File: src/rtl/dmem_pkg.sv
`default_nettype none
// ---------------------------------------------------------------------------
// dmem_pkg : FSM encoding, wait-counter width and default signature address
// Rev 1.0
// ---------------------------------------------------------------------------
package dmem_pkg;

  typedef enum logic [1:0] {
    IDLE = 2'd0,
    BUSY = 2'd1,
    RESP = 2'd2
  } state_t;

  localparam int          CNT_W           = 4;
  localparam logic [31:0] DEFAULT_SIG_ADR = 32'h14;

  // Counter preload for the BUSY phase; WAIT_CYCLES=0 skips BUSY entirely.
  function automatic logic [CNT_W-1:0] cnt_load(input int wait_cycles);
    return (wait_cycles == 0) ? '0 : CNT_W'(wait_cycles - 1);
  endfunction

endpackage
`default_nettype wire

File: src/rtl/dmem_ram.sv
`default_nettype none
// ---------------------------------------------------------------------------
// dmem_ram : single-port synchronous 2^DEPTH_LOG2 x 32 RAM, per-lane writes
// Rev 1.0
// ---------------------------------------------------------------------------
module dmem_ram #(
  parameter int DEPTH_LOG2 = 6
) (
  input  logic                  clk,
  input  logic                  reset,
  input  logic [DEPTH_LOG2-1:0] addr,
  input  logic [3:0]            we,
  input  logic [31:0]           wdata,
  input  logic                  rd_en,
  output logic [31:0]           rdata
);

  logic [31:0] mem [0:(1<<DEPTH_LOG2)-1];

  always_ff @(posedge clk) begin
    for (int i = 0; i < 4; i++) begin
      if (we[i]) mem[addr][8*i +: 8] <= wdata[8*i +: 8];
    end
  end

  // Read register doubles as the zero-when-idle readdata output.
  always_ff @(posedge clk) begin
    if (reset)      rdata <= '0;
    else if (rd_en) rdata <= mem[addr];
    else            rdata <= '0;
  end

endmodule
`default_nettype wire

File: src/rtl/dmem_wait_responder.sv
`default_nettype none
// ---------------------------------------------------------------------------
// dmem_wait_responder : wait-state data-memory responder with signature capture
// Optional feature macro: DMEM_BYTE_WRITE_EN (adds byteen lane mask)
// Rev 1.0
// ---------------------------------------------------------------------------
module dmem_wait_responder
  import dmem_pkg::*;
#(
  parameter int          DEPTH_LOG2  = 6,
  parameter int          WAIT_CYCLES = 2,
  parameter logic [31:0] SIG_ADR     = DEFAULT_SIG_ADR
) (
  input  logic        clk,
  input  logic        reset,
  input  logic        memread,
  input  logic        memwrite,
  input  logic [31:0] adr,
  input  logic [31:0] writedata,
`ifdef DMEM_BYTE_WRITE_EN
  input  logic [3:0]  byteen,
`endif
  output logic [31:0] readdata,
  output logic        ready,
  output logic        sig_valid,
  output logic [31:0] sig_data,
  output logic        err
);

  localparam logic [CNT_W-1:0] CNT_LOAD = cnt_load(WAIT_CYCLES);

  state_t                state, state_nxt;
  logic [CNT_W-1:0]      cnt, cnt_nxt;
  logic                  req, is_write, is_read;
  logic                  misaligned, out_of_range, hit_sig, acc_err;
  logic [DEPTH_LOG2-1:0] word_idx;
  logic [3:0]            lanes, ram_we;
  logic                  rd_en, commit_wr;
  logic [31:0]           sig_merge;

  assign req          = memread | memwrite;
  assign is_write     = memwrite;
  assign is_read      = memread & ~memwrite;
  assign word_idx     = adr[DEPTH_LOG2+1:2];
  assign misaligned   = |adr[1:0];
  assign out_of_range = |adr[31:DEPTH_LOG2+2];
  assign hit_sig      = (adr[31:2] == SIG_ADR[31:2]);
  assign acc_err      = misaligned | out_of_range | (memread & memwrite);

`ifdef DMEM_BYTE_WRITE_EN
  assign lanes = byteen;
`else
  assign lanes = 4'hF;
`endif

  always_comb begin
    state_nxt = state;
    cnt_nxt   = cnt;
    case (state)
      IDLE: begin
        if (req) begin
          state_nxt = (WAIT_CYCLES == 0) ? RESP : BUSY;
          cnt_nxt   = CNT_LOAD;
        end
      end
      BUSY: begin
        if (!req)             state_nxt = IDLE;
        else if (cnt == '0)   state_nxt = RESP;
        else                  cnt_nxt   = cnt - CNT_W'(1);
      end
      RESP:    state_nxt = IDLE;
      default: state_nxt = IDLE;
    endcase
  end

  // Write commits at the end of RESP; reads are fetched on entry to RESP.
  assign commit_wr = (state == RESP) && is_write && !reset;
  assign ram_we    = (commit_wr && !out_of_range) ? lanes : 4'h0;
  assign rd_en     = (state_nxt == RESP) && is_read && !out_of_range && !reset;

  always_comb begin
    sig_merge = sig_data;
    for (int i = 0; i < 4; i++) begin
      if (lanes[i]) sig_merge[8*i +: 8] = writedata[8*i +: 8];
    end
  end

  always_ff @(posedge clk) begin
    if (reset) begin
      state     <= IDLE;
      cnt       <= '0;
      ready     <= 1'b0;
      sig_valid <= 1'b0;
      sig_data  <= '0;
      err       <= 1'b0;
    end else begin
      state     <= state_nxt;
      cnt       <= cnt_nxt;
      ready     <= (state_nxt == RESP);
      sig_valid <= commit_wr && hit_sig;
      if (commit_wr && hit_sig) sig_data <= sig_merge;
      if ((state == IDLE) && req && acc_err) err <= 1'b1;
    end
  end

  dmem_ram #(
    .DEPTH_LOG2 (DEPTH_LOG2)
  ) u_ram (
    .clk   (clk),
    .reset (reset),
    .addr  (word_idx),
    .we    (ram_we),
    .wdata (writedata),
    .rd_en (rd_en),
    .rdata (readdata)
  );

endmodule
`default_nettype wire

File: config.mk
export PLATFORM = sky130hd
export DESIGN_NAME = dmem_wait_responder
export DESIGN_NICKNAME = d
export VERILOG_FILES = /design/src/rtl/dmem_pkg.sv /design/src/rtl/dmem_ram.sv /design/src/rtl/dmem_wait_responder.sv
export SDC_FILE = /design/constraint.sdc
export NUM_CORES = 2
export LEC_CHECK = 0
export BUFFER_PORTS_ARGS = -buffer_cell sky130_fd_sc_hd__buf_2
export CAP_MARGIN = 15
export CORE_ASPECT_RATIO = 0.75
export CORE_UTILIZATION = 60
export CTS_BUF_LIST = sky130_fd_sc_hd__clkbuf_2
export DETAILED_ROUTE_END_ITERATION = 10
export HOLD_SLACK_MARGIN = 0.1
export PLACE_DENSITY_LB_ADDON = 0.3
export RECOVER_POWER = 25
export SLEW_MARGIN = 20
export SYNTH_ARGS = -nofsm -noshare
export SYNTH_HDL_FRONTEND = slang
export SYNTH_SLANG_ARGS = --single-unit
File: constraint.sdc
create_clock -name clk -period 5.7 [get_ports clk]
set_input_delay 0.855 -clock clk [delete_from_list [all_inputs] [get_ports clk]]
set_output_delay 0.855 -clock clk [all_outputs]
set_load 0.03 [all_outputs]
**Word level (Yosys, flattened, before mapping)**

Memory sizes are Yosys's and may differ from the RTL's. A register that Yosys moved wholly into a read port is not among the register bits.
Cells that the tools add are included.

- Input bits: 68
- Word-level logic and storage cells: 57
- Output and inout port bits: 67
- Memory bits (read-only): 0
- Register bits after elaboration: 41
- RAM bits: 2048
- Bits in latches: 0
- Memories kept: 1

Memories:

| name | depth | width | rd ports | clocked after Yosys merged registers in | wr ports | line | source |
|---|---|---|---|---|---|---|---|
| u_ram.mem | 64 | 32 | 1 | 1 | 1 | dmem_ram.sv:18 | `logic [31:0] mem [0:(1<<DEPTH_LOG2)-1];` |

- Add/subtract/negate cells: 1
- Multiply operators: 0
- Muxes and demuxes: 17
- Equality and inequality tests: 7
- Shift operators: 0
- Bitwise operators: 7
- Reductions and logical operators: 18
- Div/mod/pow operators: 0
- Order comparisons: 0

Operator list:

| kind | number |
|---|---|
| equality test 30 x 3 -> 1 bit (second input constant) | 1 |
| OR reduction 24 bit | 1 |
| two-way mux 4 bit | 4 |
| logical AND 1 bit | 9 |
| two-way mux 1 bit | 8 |
| one-hot mux 4 bit (2 select lines) | 1 |
| two-way mux 2 bit | 3 |
| != test 2 bit (second input constant) | 3 |
| equality test 2 bit (second input constant) | 2 |
| zero test 4 bit | 1 |
| one-hot mux 2 bit (2 select lines) | 1 |
| AND reduction 4 bit | 1 |
| OR reduction 2 bit | 2 |
| subtractor 4 x 1 -> 4 bit (second input constant) | 1 |
| bitwise OR 1 bit | 3 |
| bitwise AND 1 bit | 2 |
| equality test 2 x 1 -> 1 bit (second input constant) | 1 |
| zero test 1 bit | 2 |
| zero test 2 bit | 1 |
| NOT 1 bit | 2 |
| nonzero test 2 bit | 1 |

**Logic depth before layout (Yosys ltp)**

- Word-level depth: 10
- Gate-level depth with buffers: 10
- Depth with buffers taken out: 7

**By module**

From an unflattened synthesis, not the netlist that was laid out.

- Cell total of the unflattened synthesis: 4881
- Area, all modules: 80973.9 µm²

Modules (own cells, without submodules):

| module | area an instance (µm²) | seq. area each (µm²) | cells each | times used |
|---|---|---|---|---|
| dmem_ram | 79043.3 | 62139.6 | 4684 | 1 |
| dmem_wait_responder | 1930.6 | 820.8 | 197 | 1 |

**Worst setup path before layout**

OpenSTA, ideal clock, no wires.

- Path kind: input port to flip-flop
- Start: input port adr[4]
- End: memory u_ram.mem[30][0] (enable)
- Path buffers: 6
- Data required time: 5279 ps
- Stages on the path: 8
- Setup slack: 1779 ps
- Setup time: 421 ps
- Data arrival time: 3500 ps
- Path through: buf_4 > buf_4 > buf_2 > buf_4 > buf_2 > buf_2 > nand3_1 > nor2_1

RTL lines:

| item | line | source |
|---|---|---|
| start, declared | dmem_wait_responder.sv:18 | `input logic [31:0] adr,` |
| end, declared | dmem_ram.sv:18 |  |

No word-level cell before the write port.

**Worst setup path in the final report**

- Start: input port adr[19]
- End: memory u_ram.mem[18][0] (enable)

- Cells in the longest elaborated chain, start to end: 6

RTL lines:

| item | line | source |
|---|---|---|
| OR reduction 24 bit | dmem_wait_responder.sv:46 | `assign out_of_range = \|adr[31:DEPTH_LOG2+2];` |
| zero test 1 bit | dmem_wait_responder.sv:78 | `assign ram_we = (commit_wr && !out_of_range) ? lanes : 4'h0;` |
| logical AND 1 bit | dmem_wait_responder.sv:78 |  |
| two-way mux 4 bit | dmem_wait_responder.sv:78 |  |
| two-way mux 1 bit | dmem_ram.sv:22 | `if (we[i]) mem[addr][8*i +: 8] <= wdata[8*i +: 8];` |
| two-way mux 1 bit (implied by the code) | dmem_ram.sv:22 |  |

Every way passes these cells.

==> flow_summary.ini <==
[synthesis]
syn-num-nets = 4094
yosys.area.top_type = edfxtp_1
synth_edf_count = 2048
synth_top_area_share_pct = 77.0
synth_cell_type_count = 54
ys_seq_area_share_pct = 78.8
synth-seq-cells = 2121
avgSynthCellArea_um2 = 19.9
synthTopCellsByArea = edfxtp_1 77%, mux4_2 7.0%, mux2i_1 2.9%
syn_inst = 4024
syn_area_mm2 = 0.0799
synth_flop_cell = edfxtp_1
synthArstFlopShare_pct = 0
yosys_warnings = 0

[power]
max-vdd-ir-drop_uv = 233
p_leak_nw = 28.9
p_total_mw = 27.8
cellPowerDensity_mw_per_mm2 = 314

[sta]
setup_viol = 0
max_slew_margin_pct = -205
rsz0062_at_grt = false
report.final.slew_viol_count = 1323
skew_ps = 171
tns_ps = 0
fmax_mhz = 218
period_share_pct = 80.3
period_needed_ps = 4580
hold_viol_final = 0
worst_pin_slew_ps = 4580
worst_slack_ps = 1120

[setup_path]
critPathSlowestCell = nor2_4
crit_required_ps = 7120
critPathKind = in -> reg
worstSetupStartpoint = adr[19]
worstReg2RegStart = state[0]
crit_path_end_kind = register
critPathMaxFanout = 32
crit_buf_inv = 6
cp-start-kind = input port
cpPeakStageDelay_ps = 860
cp_common_cell = dlygate4sd3_1
path_cells = dlygate4sd3_1, buf_2, dlygate4sd3_1, nor4_1, dlygate4sd3_1, nand2_1, dlygate4sd3_1, nor3b_2, nand3_1, buf_4, nor2_4
critPathTopFamily = buffers and inverters
rr_worst_depth = 5
rrSetupSlack_ps = 1980
crit_end = u_ram.mem[18][0]
cp_num_cells = 11
reg2reg_to = u_ram.mem[18][0]
worst_ep_arrival_time_ps = 6000

[flow_run]
cap_violations = 21

[routing]
drt-total-wl_um = 218000
drc_errors = 4
drtIter0Drc = 7890
vias = 45258
viasPerCell = 6.71
drt.antenna.violating_nets = 0
wl_per_cell_um = 32.4
detailedRoute.firstPassIterationCount = 10

[grt]
grt_pass1_vias = 43189
grt_usage_pct = 32.5
grt_overflow = 0
antenna_found_initial = 19
grt_pass1_wl_um = 308000
grt_start_max_net_pins = 127

[die]
die_h_um = 318
io_pins = 135
initial_core_util_pct = 60.7
num_rows = 115
die_w_um = 423
core_mm2 = 0.132
die_area_mm2 = 0.135

[clock_network]
h-tree-depth = 5
root_buffer = clkbuf_2
cts_tree = built
post_cts_resize_count = 0
clk_pin_slew_ps = 120
cts_post_setup_buffers_inserted = 0
clk_latency_ps = 1920
cts.sinks = 2121
clockBufferDepth = 4
cts_buffers = 475
cts.hold.buffers_added = 89

[layout]
fin_cells = 6746
filler_cell_count = 8547
seqCellArea_mm2 = 0.0630
nNetsFinal = 4696
syn_to_final_growth_pct = 10.8
drive_gt1_share_pct = 28.7
multi_input_area_mm2 = 0.0163

[place]
place.gp.congestion = 0.994
place_inst = 5811
io_buffers = 134
dpl_worst_slack_ps = 1210
dpl.hpwl_um = 123000

[outcome]
status = finished with violations
violations = DRC, capacitance limit, slew limit

[hold_path]
min_path_type = in -> reg
[synth_stat cells, drive strengths merged, types with 38 or more instances]
master and count:
a221oi 256, a21oi 91, nand3 38, nor2 163, o22ai 69, clkbuf 121, dfxtp 73, o21ai 120
edfxtp 2048, buf 145, a22oi 124, mux2i 230, nand2 68, mux2 68, mux4 248
[layer usage]
| metal | routed length, um | vias to the layer above | global-route usage, % |
|---|---|---|---|
| met5 | 37 | - | 0 |
| met2 | 91800 | 3748 | 43.2 |
| met1 | 82500 | 22749 | 48.5 |
| met3 | 37300 | 371 | 13.0 |
| met4 | 6890 | 6 | 11.8 |
| li1 | - | 18384 | - |
[sequential cells by signal, summed over array words and instances (netlist names)]
name / count
u_ram.mem: 2048
sig_data: 32
u_ram.rdata: 32
cnt: 4
state: 2
err: 1
ready: 1
sig_valid: 1
[report_power, final]
group          switching, mW  leakage (nW)  internal (mW)
Clock                   5.77          3.21           3.33
Sequential           0.00523          19.0           17.1
Combinational           1.13          6.66          0.457
Total                   6.90          28.9           20.9
[layout make-up]
type                       count  share of cell area (%)
clock inverter               115                   0.533
multi-input combinational   1631                    18.4
timing repair buffer         391                    3.37
sequential                  2121                    71.1
tap                         1755                    2.48
antenna                        8                  0.0226
inverter                       6                  0.0283
clock buffer                 719                    4.07
[placed cells by master (no fill, tap or decap), types with 4 or more instances in the layout]
cell | Yosys | routed
nor3b_1 | 6 | 4
o22a_1 | 34 | 34
buf_4 | 20 | 134
a221o_1 | 4 | 4
inv_1 | 4 | 4
clkinvlp_4 | 0 | 4
clkbuf_2 | 0 | 719
nand3_1 | 38 | 38
clkinv_2 | 0 | 16
edfxtp_1 | 2048 | 2048
a22oi_1 | 124 | 124
nor4_1 | 9 | 8
a22o_1 | 7 | 7
a21oi_1 | 91 | 91
dlygate4sd3_1 | 0 | 89
inv_2 | 2 | 5
o22ai_1 | 69 | 69
clkinv_1 | 0 | 90
buf_12 | 0 | 13
buf_2 | 95 | 129
mux2_2 | 68 | 68
a221oi_1 | 256 | 256
a211oi_1 | 7 | 7
nand2_1 | 68 | 68
o21ai_0 | 120 | 119
mux2i_1 | 230 | 230
diode_2 | 0 | 8
a41oi_1 | 32 | 32
mux4_2 | 248 | 248
nor3_1 | 7 | 6
nor2_1 | 163 | 98
clkbuf_1 | 121 | 21
nor2_4 | 0 | 64
dfxtp_1 | 73 | 73
[worst min-delay path by stage]
stage               slack [ps]  depth (start not counted)         start                to
floorplan                  460                          2        cnt[3]            cnt[3]
global placement           430                          2           err               err
detailed placement         440                          2           err               err
CTS                        100                          3  writedata[0]  u_ram.mem[62][0]
global route               270                          7        adr[2]      sig_data[18]
finish                     320                          5        adr[2]  u_ram.mem[5][30]
[logic make-up after synthesis]
group,synth area share (%)
adder cells (fa/ha/maj),0.0313
AO/OA/AOI/OAI,6.91
buffers and inverters,1.56
multiplexers,10.8
flip-flops,78.8
AND/OR/NAND/NOR,1.85
[worst reg2reg max path, stage by stage, from the launching register on]
cell and delay (ps):
dfxtp_1 400, nor4bb_1 390, nor3b_2 780, nand3_1 480, buf_4 380, nor2_4 860
[stage by stage]
stage          utilization [%]  hold slack [ps]  cell area [um2]
6_report                  67.2              318            88500
5_1_grt                   67.2              266            88500
4_1_cts                   67.2              103            88500
3_5_place_dp              63.4              439            83500
3_3_place_gp              63.4              435            83500
2_1_floorplan                -              459            79900
Note: power is estimated with default switching activity, not from simulation.
